**config.mk**
```make
export PLATFORM = sky130hd
export DESIGN_NAME = async_receiver
export DESIGN_NICKNAME = d
export VERILOG_FILES = /design/src/rtl/async_receiver.sv
export SDC_FILE = /design/constraint.sdc
export NUM_CORES = 1
export LEC_CHECK = 0
export CAP_MARGIN = 15
export CORE_MARGIN = 2
export CORE_UTILIZATION = 32
export DETAILED_ROUTE_END_ITERATION = 10
export PLACE_DENSITY = 0.57
export SYNTH_ARGS = -nofsm -noshare
export SYNTH_HDL_FRONTEND = slang
export SYNTH_SLANG_ARGS = --single-unit
```
**constraint.sdc**
```tcl
create_clock -name clk -period 1.92 [get_ports clk]
set_input_delay 0.288 -clock clk [delete_from_list [all_inputs] [get_ports clk]]
set_output_delay 0.288 -clock clk [all_outputs]
set_load 0.05 [all_outputs]
```
**src/rtl/async_receiver.sv**
```systemverilog
// ============================================================================
// async_receiver : 8N1 serial receiver with 8x oversampling, glitch filter,
// frame-error and line-idle / end-of-packet detection.   Rev 1.0
// ============================================================================
`default_nettype none
`timescale 1ns/1ps

module async_receiver #(
    parameter int ClkFrequency          = 27000000,
    parameter int Baud                  = 115200,
    parameter int BaudGeneratorAccWidth = 16
) (
    input  logic       clk,
    input  logic       rst,
    input  logic       RxD,
    output logic [7:0] RxD_data,
    output logic       RxD_data_ready,
    output logic       RxD_frame_error,
    output logic       RxD_idle,
    output logic       RxD_endofpacket
);

    localparam int W = BaudGeneratorAccWidth;
    localparam longint INC_WIDE =
        ((longint'(Baud) * 8 << (W - 7)) + longint'(ClkFrequency >> 8)) / longint'(ClkFrequency >> 7);
    localparam logic [W:0] BAUD_INC   = INC_WIDE[W:0];
    localparam logic [6:0] IDLE_TICKS = 7'd80;

    typedef enum logic [3:0] {
        S_IDLE, S_START,
        S_BIT0, S_BIT1, S_BIT2, S_BIT3, S_BIT4, S_BIT5, S_BIT6, S_BIT7,
        S_STOP, S_BREAK
    } state_t;

    logic [W:0] acc_q, acc_d;
    logic [1:0] sync_q;
    logic [1:0] filt_q, filt_d;
    logic       rxd_bit_q, rxd_bit_d;
    state_t     state_q, state_d;
    logic [2:0] spacing_q, spacing_d;
    logic [7:0] shift_q, shift_d;
    logic [7:0] data_q, data_d;
    logic       ready_q, ready_d;
    logic       ferr_q, ferr_d;
    logic [6:0] idle_cnt_q, idle_cnt_d;
    logic       eop_q, eop_d;
    logic       tick8;

    assign tick8 = acc_q[W];
    assign acc_d = {1'b0, acc_q[W-1:0]} + BAUD_INC;

    // Majority-style filter: output only flips once the counter saturates.
    always_comb begin
        filt_d    = filt_q;
        rxd_bit_d = rxd_bit_q;
        if (tick8) begin
            if (sync_q[1] && filt_q != 2'd3)
                filt_d = filt_q + 2'd1;
            else if (!sync_q[1] && filt_q != 2'd0)
                filt_d = filt_q - 2'd1;
            if (filt_q == 2'd3)
                rxd_bit_d = 1'b1;
            else if (filt_q == 2'd0)
                rxd_bit_d = 1'b0;
        end
    end

    always_comb begin
        state_d   = state_q;
        spacing_d = spacing_q;
        shift_d   = shift_q;
        data_d    = data_q;
        ready_d   = 1'b0;
        ferr_d    = 1'b0;
        if (tick8) begin
            spacing_d = spacing_q + 3'd1;
            case (state_q)
                S_IDLE: begin
                    if (!rxd_bit_q) begin
                        state_d   = S_START;
                        spacing_d = 3'd0;
                    end
                end
                // Half-bit check so a short low pulse is rejected as a glitch.
                S_START: begin
                    if (spacing_q == 3'd3) begin
                        spacing_d = 3'd0;
                        state_d   = rxd_bit_q ? S_IDLE : S_BIT0;
                    end
                end
                S_BIT0, S_BIT1, S_BIT2, S_BIT3, S_BIT4, S_BIT5, S_BIT6, S_BIT7: begin
                    if (spacing_q == 3'd7) begin
                        shift_d = {rxd_bit_q, shift_q[7:1]};
                        state_d = state_t'(state_q + 4'd1);
                    end
                end
                S_STOP: begin
                    if (spacing_q == 3'd7) begin
                        if (rxd_bit_q) begin
                            data_d  = shift_q;
                            ready_d = 1'b1;
                            state_d = S_IDLE;
                        end else begin
                            ferr_d  = 1'b1;
                            state_d = S_BREAK;
                        end
                    end
                end
                S_BREAK: begin
                    if (rxd_bit_q)
                        state_d = S_IDLE;
                end
                default: state_d = S_IDLE;
            endcase
        end
    end

    always_comb begin
        idle_cnt_d = idle_cnt_q;
        if (state_q != S_IDLE || !rxd_bit_q)
            idle_cnt_d = 7'd0;
        else if (tick8 && idle_cnt_q != IDLE_TICKS)
            idle_cnt_d = idle_cnt_q + 7'd1;
        eop_d = (idle_cnt_d == IDLE_TICKS) && (idle_cnt_q != IDLE_TICKS);
    end

    always_ff @(posedge clk) begin
        if (rst) begin
            acc_q      <= '0;
            sync_q     <= 2'b11;
            filt_q     <= 2'd3;
            rxd_bit_q  <= 1'b1;
            state_q    <= S_IDLE;
            spacing_q  <= 3'd0;
            shift_q    <= 8'h00;
            data_q     <= 8'h00;
            ready_q    <= 1'b0;
            ferr_q     <= 1'b0;
            idle_cnt_q <= 7'd0;
            eop_q      <= 1'b0;
        end else begin
            acc_q      <= acc_d;
            sync_q     <= {sync_q[0], RxD};
            filt_q     <= filt_d;
            rxd_bit_q  <= rxd_bit_d;
            state_q    <= state_d;
            spacing_q  <= spacing_d;
            shift_q    <= shift_d;
            data_q     <= data_d;
            ready_q    <= ready_d;
            ferr_q     <= ferr_d;
            idle_cnt_q <= idle_cnt_d;
            eop_q      <= eop_d;
        end
    end

    assign RxD_data        = data_q;
    assign RxD_data_ready  = ready_q;
    assign RxD_frame_error = ferr_q;
    assign RxD_idle        = (idle_cnt_q == IDLE_TICKS);
    assign RxD_endofpacket = eop_q;

endmodule

`default_nettype wire

```
# Word-level counts from Yosys, hierarchy flattened
# Cells that the tools add are included.
[op_classes] addsub=6 eq_ne=23 mux=19 bitwise=3 reduce_logical=20
[op_table] cell="4-bit 2-to-1 mux" n=6
[op_table] cell="4-bit case mux with 5 select lines" n=1
[op_table] cell="16-bit by 12-bit adder with 17-bit output (second input constant)" n=1
[op_table] cell="4-bit by 3-bit equality test with 1-bit output (second input constant)" n=4
[op_table] cell="4-bit equality test (second input constant)" n=4
[op_table] cell="7-bit equality test (second input constant)" n=2
[op_table] cell="7-bit 2-to-1 mux" n=2
[op_table] cell="2-bit inequality test (second input constant)" n=6
[op_table] cell="4-bit by 2-bit equality test with 1-bit output (second input constant)" n=2
[op_table] cell="8-bit OR reduction" n=1
[op_table] cell="7-bit by 1-bit adder with 7-bit output (second input constant)" n=1
[op_table] cell="7-bit inequality test (second input constant)" n=1
[op_table] cell="2-bit 2-to-1 mux" n=3
[op_table] cell="3-bit 2-to-1 mux" n=2
[op_table] cell="3-bit case mux with 2 select lines" n=1
[op_table] cell="6-bit AND reduction" n=1
[op_table] cell="2-bit nonzero test" n=3
[op_table] cell="4-bit by 1-bit adder with 4-bit output (second input constant)" n=1
[op_table] cell="4-bit by 1-bit equality test with 1-bit output (second input constant)" n=1
[op_table] cell="1-bit logical AND" n=4
[op_table] cell="4-bit zero test" n=1
[op_table] cell="1-bit 2-to-1 mux" n=4
[op_table] cell="2-bit AND reduction" n=2
[op_table] cell="4-bit AND reduction" n=1
[op_table] cell="other kinds (13)" n=16
[totals] register_bits=55 input_bits=3 out_inout_bits=12 word_cells=83

# Logic depth before layout (Yosys ltp)
# Gate-level depths: netlist of run 1.
[logic_depth] depth_word=6 ltp_mapped=8 depth_no_buf=7

# Worst setup path after synthesis of run 1
# Ideal clock, no wire load.
[synth_path] kind="register to register" startpoint="register state_q[0]" endpoint="register shift_q[7]" setup_time_ns=0.128 t_arrival_ns=1.678 required_time_ns=1.792 setup_slack_ns=0.114 path_stages_with_launch=8 cell_sequence="dfxtp_1 -> inv_1 -> ha_1 -> nor2_1 -> nor2_1 -> o211ai_4 -> mux2i_1 -> nor2_1"
[synth_between] elab_chain_len=3 word_cells_on_any_way=10
[synth_rtl] element="from (decl)" line="39" source="state_t state_q, state_d;"
[synth_rtl] element="from (signal assigned)" line="146" source="state_q <= state_d;"
[synth_rtl] element="4-bit by 2-bit equality test with 1-bit output, or another cell as far along" line="77" source="case (state_q)"
[synth_rtl] element="8-bit OR reduction *" line="77"
[synth_rtl] element="3-bit AND reduction (no source line) *"
[synth_rtl] element="to (signal assigned)" line="148" source="shift_q <= shift_d;"
[synth_rtl] element="to (decl)" line="41" source="logic [7:0] shift_q, shift_d;"
# Every way passes the cells marked *; elsewhere a longest branch is shown, timed or not.
# A chain may end at the register's enable or synchronous reset.

# Worst setup path in the final report of run 1
[layout_path] startpoint="register idle_cnt_q[0]" endpoint="output RxD_idle"
[layout_between] elab_chain_len=1
[layout_rtl] element="from (decl)" line="45" source="logic [6:0] idle_cnt_q, idle_cnt_d;"
[layout_rtl] element="from (signal assigned)" line="152" source="idle_cnt_q <= idle_cnt_d;"
[layout_rtl] element="7-bit equality test" line="160" source="assign RxD_idle = (idle_cnt_q == IDLE_TICKS);"
[layout_rtl] element="to (decl)" line="19" source="output logic RxD_idle,"
# No other way between the ends.

==> metrics.txt, run 1 <==
simple-gate share of the synthesized area=19.2%; first drt pass iteration count=4; root buf cell=clkbuf_8; TritonCTS clock tree=built; hold path startpoint=sync_q[0]$_SDFF_PP1_; mux contribution to synthesized area=7.75%; Achievable Freq=0.527 GHz; GRT Total Usage=11.8%; Tcrit/Tclk final=98.9%; die width=94.4 um; Synth cell types=51; vias in the first global route=1,937; Clock Sinks=55; pwr/cell area=687 mW/mm^2; Seq pwr share=59.4%; synth-to-layout area growth=19.6%; CP Max Fanout=3; clk slew on worst S/H paths=0.10 ns; Worst R2R Start=spacing_q[0]$_SDFFE_PP0P_; number of synthesized flops with an enable pin=0; Slew headroom=66.2%; height of the die=94.4 um; initial antenna violation count=0; outcome=complete, no violations; final wirelength=4990 um; final clock skew=0.0140 ns; Syn Nets=299; # nets final=326; port buffer count=14; layout cells sized above 1=17.7%; CP Launch Type=register; slack of the critical path=0.0216 ns; clock group share of total power=30.9%; placed insts=402; grt total ovfl=0; clk buf depth=2; Pleak=1.26 nW; Core ar.=0.00781 sq mm; number of max-cap violations=0; DRC viols=0; cells after synthesis=283; # diodes=0; Mapped Avg Cell Area=9.24 sq um; Max H-tree Level=2; Final ANT Viol Nets=0; Wirelength per Cell=12.1 um; Tmin final=1.90 ns; die area=0.00891 sq mm; initial DRC count=86; Final Util=40.1%; Worst-Skew Late Latency=0.31 ns; hpwl dp=3510 um; main flop type after synthesis=dfxtp_1; adder-cell share of the synthesized area=6.22%; Non-Filler Instances=413; post-synthesis register bit count=55; worst slew pin tran=0.505 ns; asr flop ratio synth=0%; CTS Buf Count=5; GP Congestion=0.830; first-pass GRT wire length=8650 um; Pwr Total=2.15 mW; Switching Share=26.6%; HP Class=reg2reg; num ports=15; CP endpoint kind=primary output; initial core utilization=33.5%; dpl ws=0.0876 ns; CP arrival=1.61 ns; XOR/XNOR share of the synthesized area=5.69%; post-synthesis sequential area ratio=42.1%; Syn. warnings=0; CTS Hold Bufs=0; Via Count=1,992; crit path from=idle_cnt_q[0]$_SDFF_PP0_; P_int=1.58 mW; logic gate share of total power=9.7%; Via density=4.82; post-synthesis compound-gate area fraction=15.2%; RSZ-0062 raised after global routing=true; num rows=32; Final setup viols=0; P_sw=0.572 mW; Setup Crit Path Kind=reg2out; Mapped Area=0.00262 sq mm; Crit path required time=1.63 ns; Hold Fails Final Rpt=0; largest net degree at the start of global routing=48; Max IR drop VDD=0.419 mV; Slew Limit Fails=0; main combinational cell family by area after synthesis=simple AND/OR/NAND/NOR gates
## worst max-delay path, stage by stage (launching register included)
cell	delay, ns
dfxtp_4	0.37
inv_4	0.06
ha_4	0.12
nand2_2	0.05
or4_4	0.51
inv_4	0.08
buf_12	0.12
## layout make-up
class	instances	area, sq um
clock buffer	5	68.8
fill	781	4680
multi-input combinational	203	1450
timing repair buffer	31	290
inverter	14	57.6
sequential	55	1110
tap	102	128
clock inverter	3	26.3
## registers in the layout, indices dropped and copies added, names as in the netlist, 2 cells and up
name and count:
acc_q 17, filt_q 2, state_q 4, spacing_q 3
sync_q 2, idle_cnt_q 7, RxD_data 8, shift_q 8
## stage by stage
step	setup TNS [ns]	instance area [sq um]	hold slack (ns)
3_3_place_gp	0	2960	0.396
4_1_cts	0	3060	0.420
6_report	0	3130	0.418
5_1_grt	-0.0442	3130	0.455
3_5_place_dp	0	2960	0.394
2_1_floorplan	0	2620	0.389
## final timing paths
path	cells past startpoint	slack (ns)	endpoint
max	6	0.02	RxD_idle
min	1	0.42	sync_q[1]$_SDFF_PP1_
max reg2reg	7	0.14	state_q[2]$_SDFFE_PP0P_
min reg2reg	1	0.42	sync_q[1]$_SDFF_PP1_
## Yosys cell counts, types with 3 or more instances
| master | count | area [sq um] |
|---|---|---|
| nand4_1 | 3 | 18.8 |
| nor3_1 | 10 | 50.1 |
| dfxtp_1 | 55 | 1100 |
| mux2i_1 | 18 | 180 |
| nand2b_1 | 4 | 25.0 |
| nand2_1 | 14 | 52.6 |
| or3_1 | 4 | 25.0 |
| inv_1 | 14 | 52.6 |
| nand3_1 | 3 | 15.0 |
| and3_1 | 3 | 18.8 |
| xnor2_1 | 7 | 61.3 |
| nor2b_1 | 3 | 18.8 |
| nor2_1 | 44 | 165 |
| o21ai_0 | 10 | 50.1 |
| o2bb2ai_1 | 3 | 26.3 |
| buf_2 | 5 | 25.0 |
| xor2_1 | 10 | 87.6 |
| ha_1 | 13 | 163 |
| clkbuf_1 | 6 | 22.5 |
| a21oi_1 | 11 | 55.1 |
| or2_2 | 3 | 18.8 |
## timing repair
| action | in CTS | in global routing |
|---|---|---|
| endpoints found under the setup margin | 1 | 14 |
| resized for setup | 3 | 15 |
| pin swaps | 0 | 3 |
| setup buffers | 0 | 3 |
## per-layer routing
metal | wire length, um | global-route usage, %
met1 | 2610 | 16.0
met5 | 0 | 0
met4 | 29 | 2.29
met2 | 2190 | 19.3
met3 | 162 | 2.55
## layout by cell type (no fill, tap or decap), types with 4 or more instances in the layout
master	synthesis	final
ha_1	13	10
nand2b_1	4	4
clkdlybuf4s50_1	0	13
mux2i_1	18	18
buf_4	0	16
xnor2_1	7	7
or3_1	4	4
xor2_1	10	10
o21ai_0	10	10
inv_1	14	11
dfxtp_1	55	53
nand2_1	14	13
clkbuf_8	0	5
nor3_1	10	10
nor2_1	44	43
a21oi_1	11	9
## cell families (layout without fill, tap and decap cells)
| family | count (synthesis) | count (layout) |
|---|---|---|
| AO/OA/AOI/OAI | 52 | 52 |
| adder cells (fa/ha/maj) | 13 | 13 |
| flip-flops | 55 | 55 |
| multiplexers | 20 | 20 |
| XOR/XNOR | 17 | 17 |
| buffers and inverters | 25 | 53 |
| AND/OR/NAND/NOR | 101 | 101 |
## power groups by stage
stage	Clock, mW	Sequential [mW]	Combinational [mW]
6_report	0.663	1.28	0.209
5_1_grt	0.737	1.29	0.239
4_1_cts	0.699	1.28	0.212
3_5_place_dp	0	1.30	0.210
3_3_place_gp	0	1.30	0.205
2_1_floorplan	0	1.29	0.179
No activity file was read; power rests on OpenSTA's default activity.
==> run 2: changes to the inputs <==
--- a/config.mk
+++ b/config.mk
@@ -10,6 +10,7 @@
 export CORE_UTILIZATION = 32
 export DETAILED_ROUTE_END_ITERATION = 10
 export PLACE_DENSITY = 0.57
+export REMOVE_ABC_BUFFERS = 1
 export SYNTH_ARGS = -nofsm -noshare
 export SYNTH_HDL_FRONTEND = slang
 export SYNTH_SLANG_ARGS = --single-unit
==> metrics.txt, run 2 (same netlist as run 1, synthesis figures left out) <==
outcome=complete, no violations; CP endpoint kind=primary output; CTS Buf Count=5 (unchanged); Final setup viols=0 (unchanged); die width=94.4 um (unchanged); Worst-Skew Late Latency=0.32 ns (about the same); height of the die=94.4 um (unchanged); logic gate share of total power=8.9% (-0.8 points); Max H-tree Level=2 (unchanged); P_sw=0.573 mW (+0.29%); final clock skew=0.00706 ns (-0.00692 ns); vias in the first global route=1,863 (-3.8%); pwr/cell area=730 mW/mm^2 (+6.4%); Core ar.=0.00781 sq mm (unchanged); CP arrival=1.55 ns (-0.06 ns); port buffer count=14 (unchanged); TritonCTS clock tree=built; number of max-cap violations=0 (unchanged); Fill cells=790 (+1.2%); Crit path required time=1.63 ns (about the same); layout cells sized above 1=17.3% (-0.38 points); slack of the critical path=0.0779 ns (+0.0563 ns); initial DRC count=133 (+55%); Tcrit/Tclk final=95.9% (-2.9 points); most frequent cells in the layout=dfxtp_1 (53), nor2_1 (44), mux2i_1 (18); Achievable Freq=0.543 GHz (+3.1%); Switching Share=24.8% (-1.8 points); Slew Limit Fails=0 (unchanged); DRC viols=0 (unchanged); root buf cell=clkbuf_8; Via density=4.82 (-0.14%); CP Max Fanout=2 (-1); grt total ovfl=0 (unchanged); Largest Register=acc_q; largest net degree at the start of global routing=48 (unchanged); GRT Total Usage=12.1% (+0.30 points); Seq pwr share=55.1% (-4.3 points); hpwl dp=3460 um (-1.6%); Setup Crit Path Kind=reg2out; clock group share of total power=35.9% (+5.0 points); first-pass GRT wire length=8650 um (about the same); # nets final=327 (+0.31%); Max IR drop VDD=0.387 mV (-7.7%); RSZ-0062 raised after global routing=true; CTS Hold Bufs=0 (unchanged); Wirelength per Cell=12.0 um (-0.82%); first drt pass iteration count=4 (unchanged); placed insts=402 (unchanged); clk slew on worst S/H paths=0.10 ns (about the same); synth-to-layout area growth=21.0%; Tmin final=1.84 ns (-0.0563 ns); # diodes=0 (unchanged); dpl ws=0.0687 ns (-0.0189 ns); Via Count=1,994 (+0.10%); GP Congestion=0.810 (-2.4%); Slew headroom=66.3% (+0.13 points); Final ANT Viol Nets=0 (unchanged); HP Class=reg2reg; clk buf depth=2 (unchanged); initial core utilization=33.5% (unchanged); die area=0.00891 sq mm (unchanged); final wirelength=4960 um (-0.58%); num rows=32 (unchanged); Non-Filler Instances=414 (+0.24%); Hold Fails Final Rpt=0 (unchanged); Pleak=1.28 nW (+1.4%); worst slew pin tran=0.504 ns (-0.00191 ns); most common cell after layout, fill and taps aside=dfxtp_1; max reg flops=17 (unchanged); P_int=1.74 mW (+10%); CP Launch Type=register; num ports=15 (unchanged); initial antenna violation count=0 (unchanged); Clock Sinks=55 (unchanged)
==> run 2: changes by cell type in the layout (fill, tap and decap cells not counted), sizes merged <==
cell    delta
buf        +1
bufinv     +1
clkbuf     +1
clkinv     -1
inv        -1
==> run 2: cell type report <==
class / count / area [sq um] / area share (%)
Multi-Input combinational cell: 203 / 1460 / 46.1
Timing Repair Buffer: 32 / 298 / 9.41
Inverter: 14 / 55.1 / 1.74
Tap cell: 102 / 128 / 4.03
Clock inverter: 2 / 38.8 / 1.23
Sequential cell: 55 / 1100 / 34.9
Clock buffer: 6 / 82.6 / 2.61
==> run 2: worst paths after layout <==
path	startpoint	end	slack, ns	cells after the start
setup / recovery	idle_cnt_q[0]$_SDFF_PP0_	RxD_idle	0.08	6
hold / removal	sync_q[0]$_SDFF_PP1_	sync_q[1]$_SDFF_PP1_	0.42	1
setup reg to reg	state_q[0]$_SDFFE_PP0P_	shift_q[7]$_SDFFE_PP0P_	0.13	8
hold reg to reg	sync_q[0]$_SDFF_PP1_	sync_q[1]$_SDFF_PP1_	0.42	1
==> run 2: power groups by stage <==
stage | logic, mW | clock network, mW | registers, mW
6_report | 0.207 | 0.830 | 1.27
4_1_cts | 0.208 | 0.858 | 1.28
3_3_place_gp | 0.204 | 0 | 1.30
3_5_place_dp | 0.207 | 0 | 1.30
5_1_grt | 0.237 | 0.891 | 1.29
2_1_floorplan | 0.166 | 0 | 1.29
==> run 2: per-stage QoR <==
step	setup TNS (ns)	hold slack (ns)	power (mW)	cell area, sq um	utilization (%)
after floorplan	-3.18	0.355	1.45	2570	-
after global placement	0	0.392	1.51	2960	37.9
after detailed placement	0	0.396	1.51	2960	37.9
after CTS	0	0.422	2.34	3140	40.2
after global routing	-0.00816	0.452	2.42	3160	40.5
final	0	0.417	2.31	3160	40.5
==> run 2: layer usage <==
metal | track usage, % | wire length, um
met1 | 16.6 | 2570
met2 | 18.8 | 2190
met3 | 2.63 | 130
met4 | 4.11 | 66
met5 | 0 | 0
==> run 2: timing repair <==
action,in CTS,in global routing
buffers inserted,4,0
hold endpoints to repair,0,0
pin swaps,1,2
endpoints found under the setup margin,1,14
resized for setup,8,7
==> run 2: worst max-delay path, cell delays in order (launching register included) <==
cell and delay [ns]:
dfxtp_2 0.34, inv_2 0.08, ha_4 0.14, nand2_2 0.05
or4_4 0.44, inv_4 0.07, buf_12 0.12
==> run 3: changes to the inputs <==
--- a/config.mk
+++ b/config.mk
@@ -9,6 +9,7 @@
 export CORE_MARGIN = 2
 export CORE_UTILIZATION = 32
 export DETAILED_ROUTE_END_ITERATION = 10
+export HOLD_SLACK_MARGIN = 0.02
 export PLACE_DENSITY = 0.57
 export REMOVE_ABC_BUFFERS = 1
 export SYNTH_ARGS = -nofsm -noshare
==> results of run 3 <==
No change in the layout: final DEF, timing and power equal those of run 2.
==> variant (settings of run 1) <==
Remove the register `ferr_q`: a continuous assignment takes its place, so the output `RxD_frame_error` follows one clock earlier.
--- a/src/rtl/async_receiver.sv
+++ b/src/rtl/async_receiver.sv
@@ -137,3 +137,2 @@
             ready_q    <= 1'b0;
-            ferr_q     <= 1'b0;
             idle_cnt_q <= 7'd0;
@@ -150,3 +149,2 @@
             ready_q    <= ready_d;
-            ferr_q     <= ferr_d;
             idle_cnt_q <= idle_cnt_d;
@@ -155,2 +153,4 @@
     end
+
+    assign ferr_q = ferr_d;
 
Check against the original RTL: no difference found for any inputs over 10 cycles, from zero or initial values and one cycle with rst high; that may be too few to reach the edited logic, so the function may still have changed.
==> variant against run 1 <==
Sequential share of layout area fell by 1.7 points; clock skew fell by 0.0048 ns; global-route usage rose by 0.24 points; worst setup slack improved by 0.072 ns; synthesized area barely moved; power rose by 4.1%; via count rose by 2.6%; cell area rose by 4.3%; routed wire length fell by 0.44%; cell count rose by 1.9%; sequential cell count fell by 1; critical endpoint is now RxD_endofpacket$_SDFF_PP0_.
==> variant: results (changes against run 1) <==
* Status: finished clean
* Synth Net Count at 305 (+2.0%)
* Initial DRC Count at 145 (+69%)
* Netlist cell types at 47 (-7.8%)
* Inserted Clock Buffers at 5 (unchanged)
* Reg power frac at 0.553 (-0.041)
* Vias per cell at 4.85 (+0.61%)
* M3 GR Usage at 0.0303 (+0.00479)
* GRT Total Usage at 0.120 (+0.00245)
* Per-cell routed wire length at 11.8 µm (-2.3%)
* Slew @ Worst Pin at 0.500 ns (-0.00501 ns)
* Layout net count at 334 (+2.5%)
* First-pass GRT wire length at 8680 µm (+0.32%)
* Global-route track usage on met1 at 0.161 (+0.000527)
* Pint at 1670 µW (+5.9%)
* Placed cell count at 410 (+2.0%)
* Cells after Synth at 289 (+2.1%)
* Layout fillers at 776 (-0.64%)
* Area contributors post-synth: dfxtp_1, mux2i_1, nor2_1
* Routability Congestion at 0.838 (+0.99%)
* Ratio of cells with drive above 1 in the final layout at 0.204 (+0.0269)
* Seq/Total Area, Yosys at 0.413 (-0.00805)
* Number of global-route vias before repair at 1962 (+1.3%)
* Skew final at 0.00922 ns (-0.00476 ns)
* Synthesis Warnings at 0 (unchanged)
* WL final at 4970 µm (-0.44%)
* P_leak at 0.00125 µW (-0.94%)
* Final HPWL DP at 3320 µm (-5.5%)
* Maximum net fanout on the critical path at 6 (+3)
* Grt met2 use at 0.190 (-0.00298)
* DR pass1 iterations at 4 (unchanged)
* Largest net degree at the start of global routing at 45 (-6.3%)
* Post-synth top cells: dfxtp_1, nor2_1, mux2i_1
* VDD IR max at 359 µV (-14%)
* Placed inst area at 0.00303 mm² (+2.1%)
* Most flop-heavy register: acc_q
variant: timing repair:
action	4_1_cts	5_1_grt
gates cloned	0	0
pin swaps	1	5
endpoints found under the setup margin	2	20
resized for setup	5	24
buffers inserted	1	2
variant: kinds of logic (layout without fill, tap and decap cells):
kind of cell / Yosys count / after routing / synth area share
flops: 54 / 54 / 0.413
xor+xnor: 16 / 16 / 0.0535
fa+ha+maj: 13 / 13 / 0.0621
mux: 19 / 19 / 0.0727
compound gates: 56 / 56 / 0.158
buf+inv: 24 / 54 / 0.0368
simple gates: 107 / 107 / 0.204
variant: stage by stage:
stage	hold slack [ns]	TNS, ns	setup slack, ns
floorplan	0.389	0	0.0349
global placement	0.392	0	0.0278
CTS	0.420	-0.00493	-0.00493
finish	0.417	0	0.0936
detailed placement	0.394	-0.0105	-0.0105
global route	0.437	-0.0284	-0.0170
variant: per-layer routing:
metal | part of all wire | wire [µm]
met1 | 0.50 | 2490
met2 | 0.46 | 2260
met3 | 0.034 | 167
met4 | 0.0087 | 43
met5 | 0 | 0
variant: worst paths after layout:
path         slack (ns)                    endpoint               startpoint  cells after the start
max                0.09  RxD_endofpacket$_SDFF_PP0_  state_q[0]$_SDFFE_PP0P_                      8
min                0.42        sync_q[1]$_SDFF_PP1_     sync_q[0]$_SDFF_PP1_                      1
max reg2reg        0.09  RxD_endofpacket$_SDFF_PP0_  state_q[0]$_SDFFE_PP0P_                      8
min reg2reg        0.42        sync_q[1]$_SDFF_PP1_     sync_q[0]$_SDFF_PP1_                      1
variant: final cells by class:
type / count / area, µm² / area share
multi-input combinational: 211 / 1530 / 0.469
sequential: 54 / 1100 / 0.337
timing repair buffer: 34 / 343 / 0.105
tap: 102 / 128 / 0.0391
clock buffer: 5 / 68.8 / 0.0211
clock inverter: 3 / 48.8 / 0.0150
inverter: 12 / 47.5 / 0.0146
variant: power by group through the flow:
stage	logic [µW]	clock network, µW	registers [µW]
2_1_floorplan	168	0	1250
3_3_place_gp	195	0	1270
3_5_place_dp	198	0	1270
4_1_cts	199	833	1240
5_1_grt	225	875	1250
6_report	196	803	1240
variant: critical path: stages, from the launching register on:
cell,delay (ns)
dfxtp_4,0.38
inv_4,0.09
ha_4,0.16
buf_4,0.12
nand2_2,0.09
nor3_4,0.14
nand2_1,0.08
or3_4,0.39
a2111oi_4,0.26
